[src/rtl/trap_sequencer_pkg.sv]
// -----------------------------------------------------------------------------
// trap_sequencer_pkg
// Shared definitions for the trap sequencer and its users:
//   - privilege levels (PRIV_U/S/M)
//   - synchronous exception codes (EXC_*)
//   - machine interrupt codes (IRQ_MSI/MTI/MEI)
//   - the sequencer state enum and the debug struct exported by the top
// -----------------------------------------------------------------------------
package trap_sequencer_pkg;

  localparam logic [1:0] PRIV_U = 2'd0;
  localparam logic [1:0] PRIV_S = 2'd1;
  localparam logic [1:0] PRIV_M = 2'd3;

  localparam logic [5:0] EXC_INSTR_MISALIGNED   = 6'd0;
  localparam logic [5:0] EXC_INSTR_ACCESS_FAULT = 6'd1;
  localparam logic [5:0] EXC_ILLEGAL_INSTR      = 6'd2;
  localparam logic [5:0] EXC_BREAKPOINT         = 6'd3;
  localparam logic [5:0] EXC_LOAD_MISALIGNED    = 6'd4;
  localparam logic [5:0] EXC_LOAD_ACCESS_FAULT  = 6'd5;
  localparam logic [5:0] EXC_STORE_MISALIGNED   = 6'd6;
  localparam logic [5:0] EXC_STORE_ACCESS_FAULT = 6'd7;
  localparam logic [5:0] EXC_ECALL_U            = 6'd8;
  localparam logic [5:0] EXC_ECALL_S            = 6'd9;
  localparam logic [5:0] EXC_ECALL_M            = 6'd11;

  localparam logic [5:0] IRQ_MSI = 6'd3;
  localparam logic [5:0] IRQ_MTI = 6'd7;
  localparam logic [5:0] IRQ_MEI = 6'd11;

  typedef enum logic [1:0] {
    TS_IDLE  = 2'd0,
    TS_DRAIN = 2'd1,
    TS_FIRE  = 2'd2,
    TS_FLUSH = 2'd3
  } trap_seq_state_t;

  // drain_timeout pulses in the DRAIN cycle that gives up on mem_busy.
  typedef struct packed {
    trap_seq_state_t state;
    logic            drain_timeout;
  } trap_seq_dbg_t;

endpackage

[src/rtl/trap_sequencer_if.sv]
// -----------------------------------------------------------------------------
// trap_sequencer_if
// Bundles the writeback/interrupt inputs and the trap request outputs of the
// trap sequencer.
//   master : pipeline / privilege-system side (drives wb_*, irq_*, CSR state)
//   slave  : the sequencer itself
//
// Handshake: trap_en and trap_is_ret are single-cycle valid pulses with no
// ready (the privilege system must accept them); at most one is high in any
// cycle, and trap_cause/trap_pc/trap_mtval/trap_ret_from_priv are valid in
// exactly that cycle. wb_kill is a combinational qualifier on the current
// wb_valid beat; flush is a level.
// -----------------------------------------------------------------------------
interface trap_sequencer_if #(
  parameter int REG_WIDTH = 64
);
  logic                 wb_valid;
  logic [REG_WIDTH-1:0] wb_pc;
  logic                 wb_exc;
  logic [5:0]           wb_exc_code;
  logic [REG_WIDTH-1:0] wb_tval;
  logic                 wb_is_mret;
  logic                 wb_is_sret;
  logic                 irq_msip;
  logic                 irq_mtip;
  logic                 irq_meip;
  logic [REG_WIDTH-1:0] mie_csr;
  logic                 mstatus_mie;
  logic [1:0]           curr_priv_mode;
  logic                 mem_busy;

  logic                 wb_kill;
  logic                 flush;
  logic                 trap_en;
  logic [REG_WIDTH-1:0] trap_cause;
  logic [REG_WIDTH-1:0] trap_pc;
  logic [REG_WIDTH-1:0] trap_mtval;
  logic                 trap_is_ret;
  logic [1:0]           trap_ret_from_priv;

  modport master (
    output wb_valid, wb_pc, wb_exc, wb_exc_code, wb_tval, wb_is_mret, wb_is_sret,
    output irq_msip, irq_mtip, irq_meip, mie_csr, mstatus_mie, curr_priv_mode, mem_busy,
    input  wb_kill, flush, trap_en, trap_cause, trap_pc, trap_mtval,
    input  trap_is_ret, trap_ret_from_priv
  );

  modport slave (
    input  wb_valid, wb_pc, wb_exc, wb_exc_code, wb_tval, wb_is_mret, wb_is_sret,
    input  irq_msip, irq_mtip, irq_meip, mie_csr, mstatus_mie, curr_priv_mode, mem_busy,
    output wb_kill, flush, trap_en, trap_cause, trap_pc, trap_mtval,
    output trap_is_ret, trap_ret_from_priv
  );
endinterface

[src/rtl/trap_sequencer_irq_select.sv]
// -----------------------------------------------------------------------------
// irq_select
// Combinational machine-interrupt qualification and priority encode.
//   msip_i/mtip_i/meip_i : pending interrupt levels
//   mie_i                : mie CSR (only bits 3, 7, 11 matter)
//   mstatus_mie_i        : global machine interrupt enable
//   priv_i               : current privilege mode
//   irq_take_o           : an enabled interrupt is pending
//   irq_code_o           : its code, priority MEI > MSI > MTI (0 when none)
// -----------------------------------------------------------------------------
module irq_select
  import trap_sequencer_pkg::*;
#(
  parameter int REG_WIDTH = 64
) (
  input  logic                 msip_i,
  input  logic                 mtip_i,
  input  logic                 meip_i,
  input  logic [REG_WIDTH-1:0] mie_i,
  input  logic                 mstatus_mie_i,
  input  logic [1:0]           priv_i,
  output logic                 irq_take_o,
  output logic [5:0]           irq_code_o
);

  logic glob_en;
  logic mei_en;
  logic msi_en;
  logic mti_en;
  logic unused_mie;

  // Below M-mode machine interrupts are always globally enabled.
  assign glob_en = (priv_i != PRIV_M) || mstatus_mie_i;
  assign mei_en  = meip_i && mie_i[IRQ_MEI] && glob_en;
  assign msi_en  = msip_i && mie_i[IRQ_MSI] && glob_en;
  assign mti_en  = mtip_i && mie_i[IRQ_MTI] && glob_en;

  assign unused_mie = ^mie_i;

  always_comb begin
    irq_take_o = 1'b0;
    irq_code_o = 6'd0;
    if (mei_en) begin
      irq_take_o = 1'b1;
      irq_code_o = IRQ_MEI;
    end else if (msi_en) begin
      irq_take_o = 1'b1;
      irq_code_o = IRQ_MSI;
    end else if (mti_en) begin
      irq_take_o = 1'b1;
      irq_code_o = IRQ_MTI;
    end
  end

endmodule

[src/rtl/trap_sequencer.sv]
// -----------------------------------------------------------------------------
// trap_sequencer
// Watches writeback for interrupts, exceptions and xRETs, kills the retiring
// instruction, drains memory traffic, then issues one single-cycle trap or
// xRET request to the privilege system, followed by a fixed flush tail.
//   clk, reset : clock, synchronous active-high reset
//   bus        : trap_sequencer_if.slave (writeback inputs, trap outputs)
//   dbg_o      : current FSM state and drain-timeout pulse
// Sequence for an event seen at cycle N: wb_kill at N, DRAIN from N+1,
// FIRE once mem_busy is low (or the timeout hits), then FLUSH_CYCLES of FLUSH.
// -----------------------------------------------------------------------------
module trap_sequencer
  import trap_sequencer_pkg::*;
#(
  parameter int REG_WIDTH     = 64,
  parameter int FLUSH_CYCLES  = 2,
  parameter int DRAIN_TIMEOUT = 255
) (
  input  logic              clk,
  input  logic              reset,
  trap_sequencer_if.slave   bus,
  output trap_seq_dbg_t     dbg_o
);

  localparam int DCW = $clog2(DRAIN_TIMEOUT + 1);
  localparam int FCW = (FLUSH_CYCLES > 1) ? $clog2(FLUSH_CYCLES) : 1;

  trap_seq_state_t      state_q, state_d;
  logic [DCW-1:0]       drain_cnt_q, drain_cnt_d;
  logic [FCW-1:0]       flush_cnt_q, flush_cnt_d;
  logic [REG_WIDTH-1:0] cause_q, cause_d;
  logic [REG_WIDTH-1:0] pc_q, pc_d;
  logic [REG_WIDTH-1:0] tval_q, tval_d;
  logic                 is_ret_q, is_ret_d;
  logic [1:0]           ret_priv_q, ret_priv_d;

  logic                 irq_take;
  logic [5:0]           irq_code;
  logic [REG_WIDTH-1:0] irq_cause;
  logic                 wb_kill;
  logic                 drain_timeout;

  irq_select #(.REG_WIDTH(REG_WIDTH)) u_irq_select (
    .msip_i        (bus.irq_msip),
    .mtip_i        (bus.irq_mtip),
    .meip_i        (bus.irq_meip),
    .mie_i         (bus.mie_csr),
    .mstatus_mie_i (bus.mstatus_mie),
    .priv_i        (bus.curr_priv_mode),
    .irq_take_o    (irq_take),
    .irq_code_o    (irq_code)
  );

  always_comb begin
    irq_cause                = '0;
    irq_cause[REG_WIDTH-1]   = 1'b1;
    irq_cause[5:0]           = irq_code;
  end

  always_comb begin
    state_d       = state_q;
    drain_cnt_d   = drain_cnt_q;
    flush_cnt_d   = flush_cnt_q;
    cause_d       = cause_q;
    pc_d          = pc_q;
    tval_d        = tval_q;
    is_ret_d      = is_ret_q;
    ret_priv_d    = ret_priv_q;
    wb_kill       = 1'b0;
    drain_timeout = 1'b0;

    case (state_q)
      TS_IDLE: begin
        if (bus.wb_valid && (irq_take || bus.wb_exc || bus.wb_is_mret || bus.wb_is_sret)) begin
          wb_kill     = 1'b1;
          state_d     = TS_DRAIN;
          drain_cnt_d = '0;
          pc_d        = bus.wb_pc;
          cause_d     = '0;
          tval_d      = '0;
          is_ret_d    = 1'b0;
          ret_priv_d  = PRIV_U;
          if (irq_take) begin
            cause_d = irq_cause;
          end else if (bus.wb_exc) begin
            cause_d = REG_WIDTH'(bus.wb_exc_code);
            tval_d  = bus.wb_tval;
          end else if (bus.wb_is_mret) begin
            if (bus.curr_priv_mode != PRIV_M) begin
              cause_d = REG_WIDTH'(EXC_ILLEGAL_INSTR);
            end else begin
              is_ret_d   = 1'b1;
              ret_priv_d = PRIV_M;
            end
          end else begin
            // sret: legal from S and M, illegal from U.
            if (bus.curr_priv_mode == PRIV_U) begin
              cause_d = REG_WIDTH'(EXC_ILLEGAL_INSTR);
            end else begin
              is_ret_d   = 1'b1;
              ret_priv_d = PRIV_S;
            end
          end
        end
      end

      TS_DRAIN: begin
        wb_kill = bus.wb_valid;
        if (!bus.mem_busy) begin
          state_d = TS_FIRE;
        end else if (drain_cnt_q == DCW'(DRAIN_TIMEOUT - 1)) begin
          // Memory never went idle; proceed rather than deadlock the core.
          drain_timeout = 1'b1;
          state_d       = TS_FIRE;
        end else begin
          drain_cnt_d = drain_cnt_q + 1'b1;
        end
      end

      TS_FIRE: begin
        wb_kill     = bus.wb_valid;
        flush_cnt_d = FCW'(FLUSH_CYCLES - 1);
        state_d     = TS_FLUSH;
      end

      TS_FLUSH: begin
        wb_kill = bus.wb_valid;
        if (flush_cnt_q == '0) begin
          state_d = TS_IDLE;
        end else begin
          flush_cnt_d = flush_cnt_q - 1'b1;
        end
      end

      default: begin
        state_d = TS_IDLE;
      end
    endcase
  end

  always_ff @(posedge clk) begin
    if (reset) begin
      state_q     <= TS_IDLE;
      drain_cnt_q <= '0;
      flush_cnt_q <= '0;
      cause_q     <= '0;
      pc_q        <= '0;
      tval_q      <= '0;
      is_ret_q    <= 1'b0;
      ret_priv_q  <= 2'd0;
    end else begin
      state_q     <= state_d;
      drain_cnt_q <= drain_cnt_d;
      flush_cnt_q <= flush_cnt_d;
      cause_q     <= cause_d;
      pc_q        <= pc_d;
      tval_q      <= tval_d;
      is_ret_q    <= is_ret_d;
      ret_priv_q  <= ret_priv_d;
    end
  end

  assign bus.wb_kill            = wb_kill;
  assign bus.flush              = (state_q != TS_IDLE);
  assign bus.trap_en            = (state_q == TS_FIRE) && !is_ret_q;
  assign bus.trap_is_ret        = (state_q == TS_FIRE) && is_ret_q;
  assign bus.trap_cause         = cause_q;
  assign bus.trap_pc            = pc_q;
  assign bus.trap_mtval         = tval_q;
  assign bus.trap_ret_from_priv = ret_priv_q;

  assign dbg_o.state         = state_q;
  assign dbg_o.drain_timeout = drain_timeout;

endmodule

[src/flat_wrapper.sv]
// flat-port wrapper written by rule: the top's interface ports become plain ports
module trap_sequencer_flat import trap_sequencer_pkg::*;
#(
  parameter int REG_WIDTH     = 64,
  parameter int FLUSH_CYCLES  = 2,
  parameter int DRAIN_TIMEOUT = 255
)
  (clk, reset, dbg_o, bus_wb_valid, bus_wb_pc, bus_wb_exc, bus_wb_exc_code, bus_wb_tval, bus_wb_is_mret, bus_wb_is_sret, bus_irq_msip, bus_irq_mtip, bus_irq_meip, bus_mie_csr, bus_mstatus_mie, bus_curr_priv_mode, bus_mem_busy, bus_wb_kill, bus_flush, bus_trap_en, bus_trap_cause, bus_trap_pc, bus_trap_mtval, bus_trap_is_ret, bus_trap_ret_from_priv);
  trap_sequencer_if #(.REG_WIDTH(REG_WIDTH)) bus_i ();
  input  logic clk;
  input  logic reset;
  output trap_seq_dbg_t dbg_o;
  input wire logic [$bits(bus_i.wb_valid)-1:0] bus_wb_valid;
  input wire logic [$bits(bus_i.wb_pc)-1:0] bus_wb_pc;
  input wire logic [$bits(bus_i.wb_exc)-1:0] bus_wb_exc;
  input wire logic [$bits(bus_i.wb_exc_code)-1:0] bus_wb_exc_code;
  input wire logic [$bits(bus_i.wb_tval)-1:0] bus_wb_tval;
  input wire logic [$bits(bus_i.wb_is_mret)-1:0] bus_wb_is_mret;
  input wire logic [$bits(bus_i.wb_is_sret)-1:0] bus_wb_is_sret;
  input wire logic [$bits(bus_i.irq_msip)-1:0] bus_irq_msip;
  input wire logic [$bits(bus_i.irq_mtip)-1:0] bus_irq_mtip;
  input wire logic [$bits(bus_i.irq_meip)-1:0] bus_irq_meip;
  input wire logic [$bits(bus_i.mie_csr)-1:0] bus_mie_csr;
  input wire logic [$bits(bus_i.mstatus_mie)-1:0] bus_mstatus_mie;
  input wire logic [$bits(bus_i.curr_priv_mode)-1:0] bus_curr_priv_mode;
  input wire logic [$bits(bus_i.mem_busy)-1:0] bus_mem_busy;
  output wire logic [$bits(bus_i.wb_kill)-1:0] bus_wb_kill;
  output wire logic [$bits(bus_i.flush)-1:0] bus_flush;
  output wire logic [$bits(bus_i.trap_en)-1:0] bus_trap_en;
  output wire logic [$bits(bus_i.trap_cause)-1:0] bus_trap_cause;
  output wire logic [$bits(bus_i.trap_pc)-1:0] bus_trap_pc;
  output wire logic [$bits(bus_i.trap_mtval)-1:0] bus_trap_mtval;
  output wire logic [$bits(bus_i.trap_is_ret)-1:0] bus_trap_is_ret;
  output wire logic [$bits(bus_i.trap_ret_from_priv)-1:0] bus_trap_ret_from_priv;
  assign bus_i.wb_valid = bus_wb_valid;
  assign bus_i.wb_pc = bus_wb_pc;
  assign bus_i.wb_exc = bus_wb_exc;
  assign bus_i.wb_exc_code = bus_wb_exc_code;
  assign bus_i.wb_tval = bus_wb_tval;
  assign bus_i.wb_is_mret = bus_wb_is_mret;
  assign bus_i.wb_is_sret = bus_wb_is_sret;
  assign bus_i.irq_msip = bus_irq_msip;
  assign bus_i.irq_mtip = bus_irq_mtip;
  assign bus_i.irq_meip = bus_irq_meip;
  assign bus_i.mie_csr = bus_mie_csr;
  assign bus_i.mstatus_mie = bus_mstatus_mie;
  assign bus_i.curr_priv_mode = bus_curr_priv_mode;
  assign bus_i.mem_busy = bus_mem_busy;
  assign bus_wb_kill = bus_i.wb_kill;
  assign bus_flush = bus_i.flush;
  assign bus_trap_en = bus_i.trap_en;
  assign bus_trap_cause = bus_i.trap_cause;
  assign bus_trap_pc = bus_i.trap_pc;
  assign bus_trap_mtval = bus_i.trap_mtval;
  assign bus_trap_is_ret = bus_i.trap_is_ret;
  assign bus_trap_ret_from_priv = bus_i.trap_ret_from_priv;
  trap_sequencer #(.REG_WIDTH(REG_WIDTH), .FLUSH_CYCLES(FLUSH_CYCLES), .DRAIN_TIMEOUT(DRAIN_TIMEOUT)) u_core (.clk(clk), .reset(reset), .bus(bus_i), .dbg_o(dbg_o));
endmodule
[config.mk]
export PLATFORM = sky130hd
export DESIGN_NAME = trap_sequencer_flat
export DESIGN_NICKNAME = d
export VERILOG_FILES = /design/src/rtl/trap_sequencer_pkg.sv /design/src/rtl/trap_sequencer_if.sv /design/src/rtl/trap_sequencer_irq_select.sv /design/src/rtl/trap_sequencer.sv /design/src/flat_wrapper.sv
export SDC_FILE = /design/constraint.sdc
export NUM_CORES = 1
export LEC_CHECK = 0
export ABC_AREA = 1
export BUFFER_PORTS_ARGS = -buffer_cell sky130_fd_sc_hd__buf_2
export CORE_AREA = 2 2 159 161
export CTS_BUF_LIST = sky130_fd_sc_hd__clkbuf_4 sky130_fd_sc_hd__clkbuf_8
export CTS_CLUSTER_DIAMETER = 30
export DETAILED_ROUTE_END_ITERATION = 10
export DIE_AREA = 0 0 161 163
export GPL_TIMING_DRIVEN = 0
export HOLD_SLACK_MARGIN = 0.02
export PLACE_DENSITY = 0.56
export SLEW_MARGIN = 20
export SYNTH_ARGS = -nofsm -noshare
export SYNTH_HDL_FRONTEND = slang
export SYNTH_SLANG_ARGS = --single-unit
[constraint.sdc]
create_clock -name clk -period 1.38 [get_ports clk]
set_input_delay 0.207 -clock clk [delete_from_list [all_inputs] [get_ports clk]]
set_output_delay 0.207 -clock clk [all_outputs]
set_load 0.05 [all_outputs]
==> impl_results.md, run 1 <==
- Total grt overflow: 0
- Buffers from clock root to sink, at most: 2
- Data arrival at the endpoint of the critical path: 1540 ps
- Area growth from synthesis to layout: 122.2%
- Total leakage power: between 6 and 7 nW
- Dominant cell type by area after synthesis: dfxtp_1
- Clock tree from TritonCTS: yes
- Setup repair after global routing missed its margin: yes
- Hold violation total from the final report: 0
- Global-route wire length before repair: a little under 40,000 microns
- Maximum level of the CTS H-tree: 4
- Max-cap viol count: 0
- Width of the chip: 161 microns
- Starting utilization of the core area: 0.2530
- Total GRT Usage: 0.1949
- Transition at the pin with the smallest max-transition slack: 976.2 ps
- Critical Path Source: u_core.state_q[0]
- Number of buffers created by CTS: 17
- Antenna violations before repair: 0
- Met2 layer wire length in the routed design: 15,780 microns
- Vias per cell: around 4.5
- CP max FO: 4
- Req. time, crit path: ~1200 ps
- Average size of a mapped cell: 7.708 sq um
- Remaining antenna violation count after routing: 0
- Pin count of the biggest net entering global routing: 17
- Total Die Area: approximately 0.026 sq mm
- Detailed Routing Iterations Pass 1: 5
- Post-synthesis register bit count: around 150
- Max-slew violation count: 0
- Remaining DRCs: 0
- Leading cell type in the layout, fill and taps excluded: buf_2
- Clock root cell: clkbuf_8
- Area fraction of the dominant cell type after synthesis: 0.4745
- Clock sink count: between 100 and 150
- Clock transition time at the flip-flop clock pins of the worst setup and hold paths: 90 ps
- Share of post-route cells with drive strength above 1: 0.6391
- Hold path startpoint: bus_wb_tval[23]
- Post-detail-place hpwl: around 16,000 microns
- Core box area: 0.02467 sq mm
- Diode count: 0
- Endpoint kind of the worst setup timing path: output port
- Setup slack of the critical path after layout: -364.0 ps
- Post-synthesis cell type count: 26
- Wire length the detailed router placed on met1: ~12,000 microns
- Number of top-level pins: roughly 410
- Source of the worst register-to-register timing path: u_core.state_q[0]
- Global placement routability congestion: 0.8607
- Post-layout power: 21.80 mW
- Tmin final: approximately 1700 ps
- Routed len/inst: around 17 microns
- Pwr Density: roughly 1600 mW/mm^2
- Total detailed-routing wirelength: approximately 30,000 microns
- Synth Cell Area: 0.006243 sq mm
- Sequential fraction of the synthesis area: 0.4745
- Proportion of synthesized flip-flops having asynchronous set or reset: 0
- Crit share post-route: 1.264
- Failing checks: setup timing
- Row count: 58
- Filler cell count in the final layout: 2,028
- Highest-count cells in the layout ignoring fill and taps: buf_2 (202), dfxtp_1 (137), a21oi_2 (133)
- Number of enable flip-flop cells after synthesis: 0
- Max-slew headroom: 0.3492
- Setup Slack @ Placement: -666.6 ps
- Path type of the worst min-delay path: primary input to flip-flop
- Minimum hold slack: between 40 and 50 ps
- Number of design-rule violations left by the first detailed-router iteration: about 480
- Maximum ir drop on the vdd rail: roughly 1.7 mV
- Worst-skew pair later-pin latency: between 400 and 500 ps
- Nets@finish: between 1.5k and 2k
- Y dimension of the die: ~160 microns
- Gate count of the mapped netlist: 810
- Highest metal layer used by the detailed router: met4
- Yosys warnings: 0
- Final Skew: 11.72 ps
- Category of the worst setup path launch point: flip-flop
- Number of I/O port buffers: 292
- Number of global-route vias before repair: around 7.4k
- Leading post-synthesis cells by cell area: dfxtp_1 (47%), nand2_1 (15%), a21oi_1 (12%)
- Max Freq: around 570 MHz
- Total via count in the routed design: 7,696
- Category of the most critical setup path: flip-flop to output port
- Met3 wire length: about 1500 microns
- Result of the run: complete, but fails checks
- Post-synth top flop: dfxtp_1
- Finish-stage setup viols: around 150
## per-layer routing
metal | vias up | track usage
met5 | - | 0
met1 | 3693 | 0.2340
met4 | 0 | 0.07670
li1 | 3679 | -
met3 | 49 | 0.03514
met2 | 275 | 0.3455
## path summary, 6_finish.rpt
| check | slack, ps | cells after the start | end |
|---|---|---|---|
| worst max-delay path | -360 | 6 | bus_wb_kill |
| worst max register to register | -350 | 10 | u_core.bus.trap_mtval[49] |
| worst min-delay path | 50 | 3 | u_core.bus.trap_mtval[23] |
| worst min register to register | 470 | 2 | u_core.bus.trap_mtval[47] |
## report_power, final
part	total, mW	switching [mW]	internal [mW]
clock network	3.57	2.06	1.52
logic	12.8	7.07	5.76
registers	5.40	0.526	4.87
total	21.8	9.65	12.1
## state kept, by name, indices dropped and copies added (netlist names)
register                       count
u_core.bus.trap_mtval             64
u_core.bus.trap_ret_from_priv      2
u_core.bus.trap_cause              7
u_core.drain_cnt_q                 8
u_core.flush_cnt_q                 1
u_core.state_q                     2
u_core.bus.trap_pc                64
## logic make-up after synthesis
kind of cell / share of synthesized area
compound gates: 0.1261
flops: 0.4745
fa+ha+maj: 0.01403
xor+xnor: 0.001403
other cells: 0.0006006
simple gates: 0.2429
buf+inv: 0.1405
## final cells by class
class	count	area (sq um)	share of cell area
tap	330	412.9	0.02977
buffer	111	1027	0.07406
sequential	148	2992	0.2157
inverter	21	97.59	0.007036
timing repair inverter	2	46.29	0.003338
multi-input combinational	585	4661	0.3360
clock inverter	15	163.9	0.01182
clock buffer	17	234.0	0.01687
timing repair buffer	492	4237	0.3054
## per-stage QoR
stage	TNS, ps	std cells	instance area [sq um]	utilization
floorplan	-1888	866	6492	-
global placement	-77620	1488	8367	0.3391
detailed placement	-76120	1488	8367	0.3391
CTS	-39070	1718	12420	0.5032
global route	-52450	1721	13870	0.5622
finish	-41400	1721	13870	0.5622
## cells in the mapped netlist, types with 2 or more instances
master and number:
a21oi_1 149, buf_1 4, buf_2 11, buf_4 68, buf_6 14, clkbuf_1 16, dfxtp_1 148, ha_1 7
inv_1 20, nand2_1 246, nand2_2 4, nand3_1 82, nand3_2 2, nand4_1 2, nor2_1 22, o21ai_0 5
## what timing repair did
item / 4_1_cts / 5_1_grt
cloned: 29 / 3
pin swaps: 78 / 85
hold buffers: 130 / 0
endpoints found under the setup margin: 153 / 185
gates resized for setup: 366 / 444
buffers inserted: 40 / 13
endpoints found under the hold margin: 130 / 0
## critical path, stage by stage, from the launching register on
cell        delay (ps)
dfxtp_4            380
inv_4               90
ha_4               160
clkinvlp_4         100
o21ai_2            140
inv_2               50
buf_8              140
Power figures use the tool's default switching activity.
==> run 2: changes to the inputs <==
--- a/config.mk
+++ b/config.mk
@@ -14,6 +14,7 @@
 export DIE_AREA = 0 0 161 163
 export GPL_TIMING_DRIVEN = 0
 export HOLD_SLACK_MARGIN = 0.02
+export MAX_ROUTING_LAYER = met4
 export PLACE_DENSITY = 0.56
 export SLEW_MARGIN = 20
 export SYNTH_ARGS = -nofsm -noshare
==> run 2 against run 1 <==
The flow still finishes with violations (setup timing). Critical path type unchanged. Routed wire length about the same. Combinational power about the same. Sequential cell count unchanged. Global-route usage up 0.55 points. Critical path depth unchanged. Total power about the same. Utilization about the same. Die area unchanged. Sequential power about the same. Setup slack about the same. Final area about the same.
==> impl_results.md, run 2 (synthesized netlist as in run 1, its figures left out) <==
- Result of the run: complete, but fails checks
- Failing checks: setup timing
- Transition at the pin with the smallest max-transition slack: 959.7 ps (-16.50 ps)
- Maximum level of the CTS H-tree: 4 (unchanged)
- Global-route wire length before repair: 39,720 microns (-0.19%)
- Total via count in the routed design: 7,723 (+0.35%)
- Remaining antenna violation count after routing: 0 (unchanged)
- Setup slack of the critical path after layout: -363.7 ps (+0.3130 ps)
- Post-detail-place hpwl: 16,210 microns (unchanged)
- Crit share post-route: 1.264 (about the same)
- Global placement routability congestion: 0.8745 (+1.6%)
- Finish-stage setup viols: 154 (+0.65%)
- Total leakage power: 6.151 nW (about the same)
- Critical Path Source: u_core.state_q[0]
- Switching power summed over all nets: 9.667 mW (+0.19%)
- Hold violation total from the final report: 0 (unchanged)
- Total GRT Usage: 0.2004 (+0.005468)
- Met3 wire length: 1343 microns (-7.4%)
- Width of the chip: 161 microns (unchanged)
- Clock transition time at the flip-flop clock pins of the worst setup and hold paths: 90 ps (about the same)
- Area growth from synthesis to layout: 122.0% (about the same)
- Max-slew violation count: 0 (unchanged)
- Source of the worst register-to-register timing path: u_core.state_q[0]
- Fraction of power spent switching nets: 0.4434 (+0.0007528)
- Power Internal: 12.13 mW (-0.12%)
- Max-slew headroom: 0.3602 (+0.01100)
- Share of power burned in registers: 0.248 (about the same)
- Power share of the combinational group: 0.588 (about the same)
- Number of I/O port buffers: 292 (unchanged)
- Hold path startpoint: bus_wb_tval[23]
- Category of the worst setup path launch point: flip-flop
- Category of the most critical setup path: flip-flop to output port
- Clock network power share: 0.164 (about the same)
- Post-route cell area: 0.01386 sq mm (about the same)
- Clock tree from TritonCTS: yes
- Pin count of the biggest net entering global routing: 17 (unchanged)
- Core box area: 0.02467 sq mm (unchanged)
- Data arrival at the endpoint of the critical path: 1540 ps (about the same)
- Wire length the detailed router placed on met1: 11,790 microns (+1.1%)
- Vias per cell: 4.488 (+0.35%)
- Max Freq: 573.5 MHz (about the same)
- Number of top-level pins: 412 (unchanged)
- Starting utilization of the core area: 0.2530 (unchanged)
- Maximum ir drop on the vdd rail: 1.763 mV (+1.5%)
- Worst-skew pair later-pin latency: 480 ps (about the same)
- Y dimension of the die: 163 microns (unchanged)
- Setup repair after global routing missed its margin: yes
- Detailed Routing Iterations Pass 1: 6 (+1)
- Total detailed-routing wirelength: 29,600 microns (about the same)
- Number of global-route vias before repair: 7,417 (-0.11%)
- Final Skew: 15.05 ps (+3.329 ps)
- Met2 layer wire length in the routed design: 15,620 microns (-1.1%)
- Tmin final: 1744 ps (-0.3130 ps)
- Minimum hold slack: 43.47 ps (-2.618 ps)
- Diode count: 0 (unchanged)
- Total grt overflow: 0 (unchanged)
- Pwr Density: 1573 mW/mm^2 (about the same)
- Leading cell type in the layout, fill and taps excluded: buf_2
- Share of post-route cells with drive strength above 1: 0.6398 (+0.0007189)
- Req. time, crit path: 1170 ps (about the same)
- Total Die Area: 0.02624 sq mm (unchanged)
- Number of design-rule violations left by the first detailed-router iteration: 405 (-16%)
- Antenna violations before repair: 0 (unchanged)
- Row count: 58 (unchanged)
- Nets@finish: 1,596 (unchanged)
- Max-cap viol count: 0 (unchanged)
- Remaining DRCs: 0 (unchanged)
- Path type of the worst min-delay path: primary input to flip-flop
- Buffers from clock root to sink, at most: 2 (unchanged)
- Summed negative setup slack over all endpoints: -41,110 ps (+289.9 ps)
- CP max FO: 4 (unchanged)
- Area after detailed placement: 0.008367 sq mm (unchanged)
- Highest-count cells in the layout ignoring fill and taps: buf_2 (204), dfxtp_1 (136), a21oi_2 (133)
- Clock root cell: clkbuf_8
- Post-layout power: 21.80 mW (about the same)
- Clock sink count: 148 (unchanged)
- Routed len/inst: 17.20 microns (about the same)
- Highest metal layer used by the detailed router: met4
- Endpoint kind of the worst setup timing path: output port
- Number of buffers created by CTS: 17 (unchanged)
- Filler cell count in the final layout: 2,026 (-0.099%)
run 2: layout make-up:
type	count	area [sq um]	share of cell area
clock buffer	17	234.0	0.01688
inverter	21	97.59	0.007040
timing repair inverter	2	46.29	0.003340
clock inverter	15	163.9	0.01182
sequential	148	2993	0.2159
multi-input combinational	585	4661	0.3362
tap	330	412.9	0.02979
timing repair buffer	492	4232	0.3053
buffer	111	1022	0.07374
run 2: repair_timing:
action,in CTS,in global routing
resized for setup,366,440
hold buffers,130,0
cloned,29,3
setup endpoints to repair,153,185
endpoints found under the hold margin,130,0
pin swaps,78,83
setup buffers,40,13
run 2: power by group through the flow:
stage / logic, mW / registers [mW] / clock network, mW
6_report: 12.8 / 5.40 / 3.58
3_3_place_gp: 6.35 / 5.28 / 0
2_1_floorplan: 3.17 / 6.85 / 0
3_5_place_dp: 6.36 / 5.29 / 0
4_1_cts: 11.3 / 5.25 / 3.68
5_1_grt: 13.4 / 5.45 / 3.85
run 2: path summary, 6_finish.rpt:
kind,endpoint,slack (ps),cells past startpoint
max,bus_wb_kill,-360,6
min,u_core.bus.trap_mtval[23],40,3
max reg2reg,u_core.bus.trap_mtval[3],-350,10
min reg2reg,u_core.bus.trap_mtval[13],470,2
run 2: metrics by stage:
stage          utilization  worst slack [ps]  cells
2_1_floorplan            -            -234.7    866
3_3_place_gp        0.3391            -668.6   1488
3_5_place_dp        0.3391            -666.6   1488
4_1_cts             0.5032            -485.6   1718
5_1_grt             0.5618            -440.4   1721
6_report            0.5618            -363.7   1721
run 2: critical path: stages, from the launching register on:
cell        delay (ps)
dfxtp_4            380
inv_4               90
ha_4               160
clkinvlp_4         100
o21ai_2            140
inv_2               50
buf_8              140
run 2: layer usage:
| layer | vias up | track usage |
|---|---|---|
| li1 | 3682 | - |
| met1 | 3678 | 0.2358 |
| met2 | 298 | 0.3443 |
| met3 | 65 | 0.03310 |
| met4 | 0 | 0.07589 |
| met5 | - | - |
==> run 3: changes to the inputs <==
--- a/config.mk
+++ b/config.mk
@@ -7,15 +7,15 @@
 export LEC_CHECK = 0
 export ABC_AREA = 1
 export BUFFER_PORTS_ARGS = -buffer_cell sky130_fd_sc_hd__buf_2
-export CORE_AREA = 2 2 159 161
+export CORE_AREA = 2 2 158 160
 export CTS_BUF_LIST = sky130_fd_sc_hd__clkbuf_4 sky130_fd_sc_hd__clkbuf_8
 export CTS_CLUSTER_DIAMETER = 30
 export DETAILED_ROUTE_END_ITERATION = 10
-export DIE_AREA = 0 0 161 163
+export DIE_AREA = 0 0 160 162
 export GPL_TIMING_DRIVEN = 0
 export HOLD_SLACK_MARGIN = 0.02
 export MAX_ROUTING_LAYER = met4
-export PLACE_DENSITY = 0.56
+export PLACE_DENSITY = 0.55
 export SLEW_MARGIN = 20
 export SYNTH_ARGS = -nofsm -noshare
 export SYNTH_HDL_FRONTEND = slang
==> constraint.sdc (replaced) <==
create_clock -name clk -period 2.2 [get_ports clk]
set_input_delay 0.33 -clock clk [delete_from_list [all_inputs] [get_ports clk]]
set_output_delay 0.33 -clock clk [all_outputs]
set_load 0.05 [all_outputs]
==> run 3 against run 2 <==
The flow now finishes without violations. Utilization down 20 points. Critical path depth unchanged. Cell count is 12% lower. Register-to-register slack improved by 680 ps. Clock skew decreased by 3.5 ps. Largest cell class is now flip-flops and latches.
==> impl_results.md, run 3 (synthesized netlist as in run 1, its figures left out) <==
- Detailed Routing Iterations Pass 1: 5 (-1)
- Worst-skew pair later-pin latency: 450 ps (-30 ps)
- Finish-stage setup viols: 0 (-100%)
- Clock sink count: 148 (unchanged)
- Number of design-rule violations left by the first detailed-router iteration: 388 (-4.2%)
- Setup repair after global routing missed its margin: no
- Leading cell type in the layout, fill and taps excluded: buf_2
- Endpoint kind of the worst setup timing path: output port
- Total leakage power: 4.220 nW (-31%)
- Path type of the worst min-delay path: primary input to flip-flop
- Width of the chip: 160 microns (-0.62%)
- Clock transition time at the flip-flop clock pins of the worst setup and hold paths: 90 ps (about the same)
- Total detailed-routing wirelength: 21,290 microns (-28%)
- Number of top-level pins: 412 (unchanged)
- Req. time, crit path: 1870 ps (+700 ps)
- Most common cell on crit path: inv_1
- Category of the most critical setup path: flip-flop to output port
- Global placement routability congestion: 0.8115 (-7.2%)
- Y dimension of the die: 162 microns (-0.61%)
- Starting utilization of the core area: 0.2590 (+0.005963)
- Tmin final: between 2000 and 2500 ps
- Crit path largest cell delay: 350 ps (-30 ps)
- Maximum ir drop on the vdd rail: 0.3619 mV (-79%)
- Delay-heaviest family, CP: buffers and inverters
- Share of post-route cells with drive strength above 1: 0.3630 (-0.2768)
- Hold violation total from the final report: 0 (unchanged)
- Post-layout power: 9.390 mW (-57%)
- Total Die Area: 0.02592 sq mm (-1.2%)
- Pwr Density: 1074 mW/mm^2 (-32%)
- Post-route cell area: 0.008746 sq mm (-37%)
- Remaining antenna violation count after routing: 0 (unchanged)
- CP max FO: 4 (unchanged)
- Total GRT Usage: 0.1643 (-0.03612)
- Cell depth of the worst min-delay path: 3 (unchanged)
- Number of cells on the worst reg-to-reg path: 7 (-3)
- Pin count of the biggest net entering global routing: 17 (unchanged)
- Hold endpoint: u_core.bus.trap_pc[9]
- Max-slew headroom: 0.4410 (+0.08082)
- Number of I/O port buffers: 292 (unchanged)
- Remaining DRCs: 0 (unchanged)
- Clock tree from TritonCTS: yes
- Post-CTS Hold Fix Bufs: 0 (-100%)
- Hold path startpoint: bus_wb_pc[9]
- Post-detail-place hpwl: 16,290 microns (+0.53%)
- Minimum setup slack among reg-to-reg paths: 330 ps (+680 ps)
- Max-slew violation count: 0 (unchanged)
- Data arrival at the endpoint of the critical path: 1710 ps (+170 ps)
- Antenna violations before repair: 1 (+1)
- Area growth from synthesis to layout: 40.08%
- Global-route wire length before repair: 32,290 microns (-19%)
- Maximum level of the CTS H-tree: 4 (unchanged)
- Total via count in the routed design: 6,343 (-18%)
- Max Freq: between 400 and 500 MHz
- Category of the worst setup path launch point: flip-flop
- Clock root cell: clkbuf_8
- Transition at the pin with the smallest max-transition slack: 838.5 ps (-121.2 ps)
- Worst-path cell chain: inv_1, ha_1, inv_1, o21ai_0, inv_1, buf_2
- Endpoint of the lowest-slack register-to-register path: u_core.bus.trap_cause[3]
- Buffers from clock root to sink, at most: 2 (unchanged)
- Nets@finish: 1,395 (-13%)
- Area after detailed placement: 0.008323 sq mm (-0.52%)
- Core box area: 0.02411 sq mm (-2.3%)
- Final Skew: 11.52 ps (-3.529 ps)
- Row count: 57 (-1.7%)
- # placed instances: 1,482 (-0.40%)
- Cell with the largest stage delay on the worst path: dfxtp_2
- Crit share post-route: 0.9254
- Source of the worst register-to-register timing path: u_core.state_q[1]
- Number of buffers and inverters on the critical path: 4 (unchanged)
- Total grt overflow: 0 (unchanged)
- Routed len/inst: 14.05 microns (-18%)
- Number of global-route vias before repair: 5,851 (-21%)
- Max-cap viol count: 0 (unchanged)
- Highest-count cells in the layout ignoring fill and taps: buf_2 (302), nand2_1 (246), a21oi_1 (149)
- Number of standard cells in the final layout excluding fillers: 1,515 (-12%)
- Summed negative setup slack over all endpoints: 0 ps (+41,110 ps)
- Utilization after layout: 0.3628 (-0.1990)
- Vias per cell: 4.187 (-6.7%)
- Number of buffers created by CTS: 17 (unchanged)
- Result of the run: complete, no violations
## run 3: changes by cell type in the layout (fill, tap and decap cells not counted), sizes merged, moves of 3 or more
cell         previous run  this run
clkinv                  5         2
clkinvlp                2         5
buf                   402       388
inv                    30        25
dlygate4sd3           130         0
clkbuf                 88        36
## run 3: area by class of cell
class                      count  area, sq um
buffer                       113        798.3
antenna                        1        2.502
clock inverter                13        148.9
clock buffer                  19        255.2
multi-input combinational    584         2626
fill                        2663        15360
tap                          324        405.4
sequential                   148         2967
timing repair buffer         292         1464
inverter                      21        78.83
## run 3: worst reg2reg max path: cells and delay by family, from the launching register on
kind                     cells  cell delay [ps]
buffers and inverters        3              760
flip-flops                   1              350
AND/OR/NAND/NOR              2              300
adder cells (fa/ha/maj)      1              260
AO/OA/AOI/OAI                1              140
## run 3: through the flow
step	setup WS (ps)	hold slack (ps)
2_1_floorplan	139.9	464.2
3_3_place_gp	60.32	447.5
3_5_place_dp	80.44	450.3
4_1_cts	58.28	68.03
5_1_grt	8.552	74.27
6_report	164.2	113.6
## run 3: how the worst max path moves through the flow
| stage | start | to | slack, ps | depth (start not counted) |
|---|---|---|---|---|
| after CTS | u_core.drain_cnt_q[4] | dbg_o[0] | 60 | 6 |
| final | u_core.state_q[1] | bus_wb_kill | 160 | 6 |
| after global routing | u_core.drain_cnt_q[2] | dbg_o[0] | 9 | 6 |
| after global placement | reset | u_core.bus.trap_mtval[61] | 60 | 4 |
| after floorplan | u_core.state_q[0] | bus_wb_kill | 140 | 5 |
| after detailed placement | reset | u_core.bus.trap_mtval[59] | 80 | 4 |
## run 3: report_power, final
part	switching [mW]	total (mW)	internal [mW]
Clock	1.16	2.23	1.07
Combinational	2.81	3.91	1.09
Sequential	0.220	3.25	3.03
Total	4.20	9.39	5.19
## run 3: repair_timing
action,CTS,global route
pin swaps,0,0
cloned,0,0
gates resized for setup,1,3
setup endpoints to repair,1,1
buffers inserted,0,0
## run 3: layer usage
| metal | track usage | up-vias | wire, microns |
|---|---|---|---|
| met4 | 0.04832 | 0 | 295 |
| met2 | 0.2723 | 237 | 10360 |
| met5 | - | - | 0 |
| met1 | 0.1967 | 2833 | 9266 |
| li1 | - | 3258 | - |
| met3 | 0.04392 | 15 | 1372 |
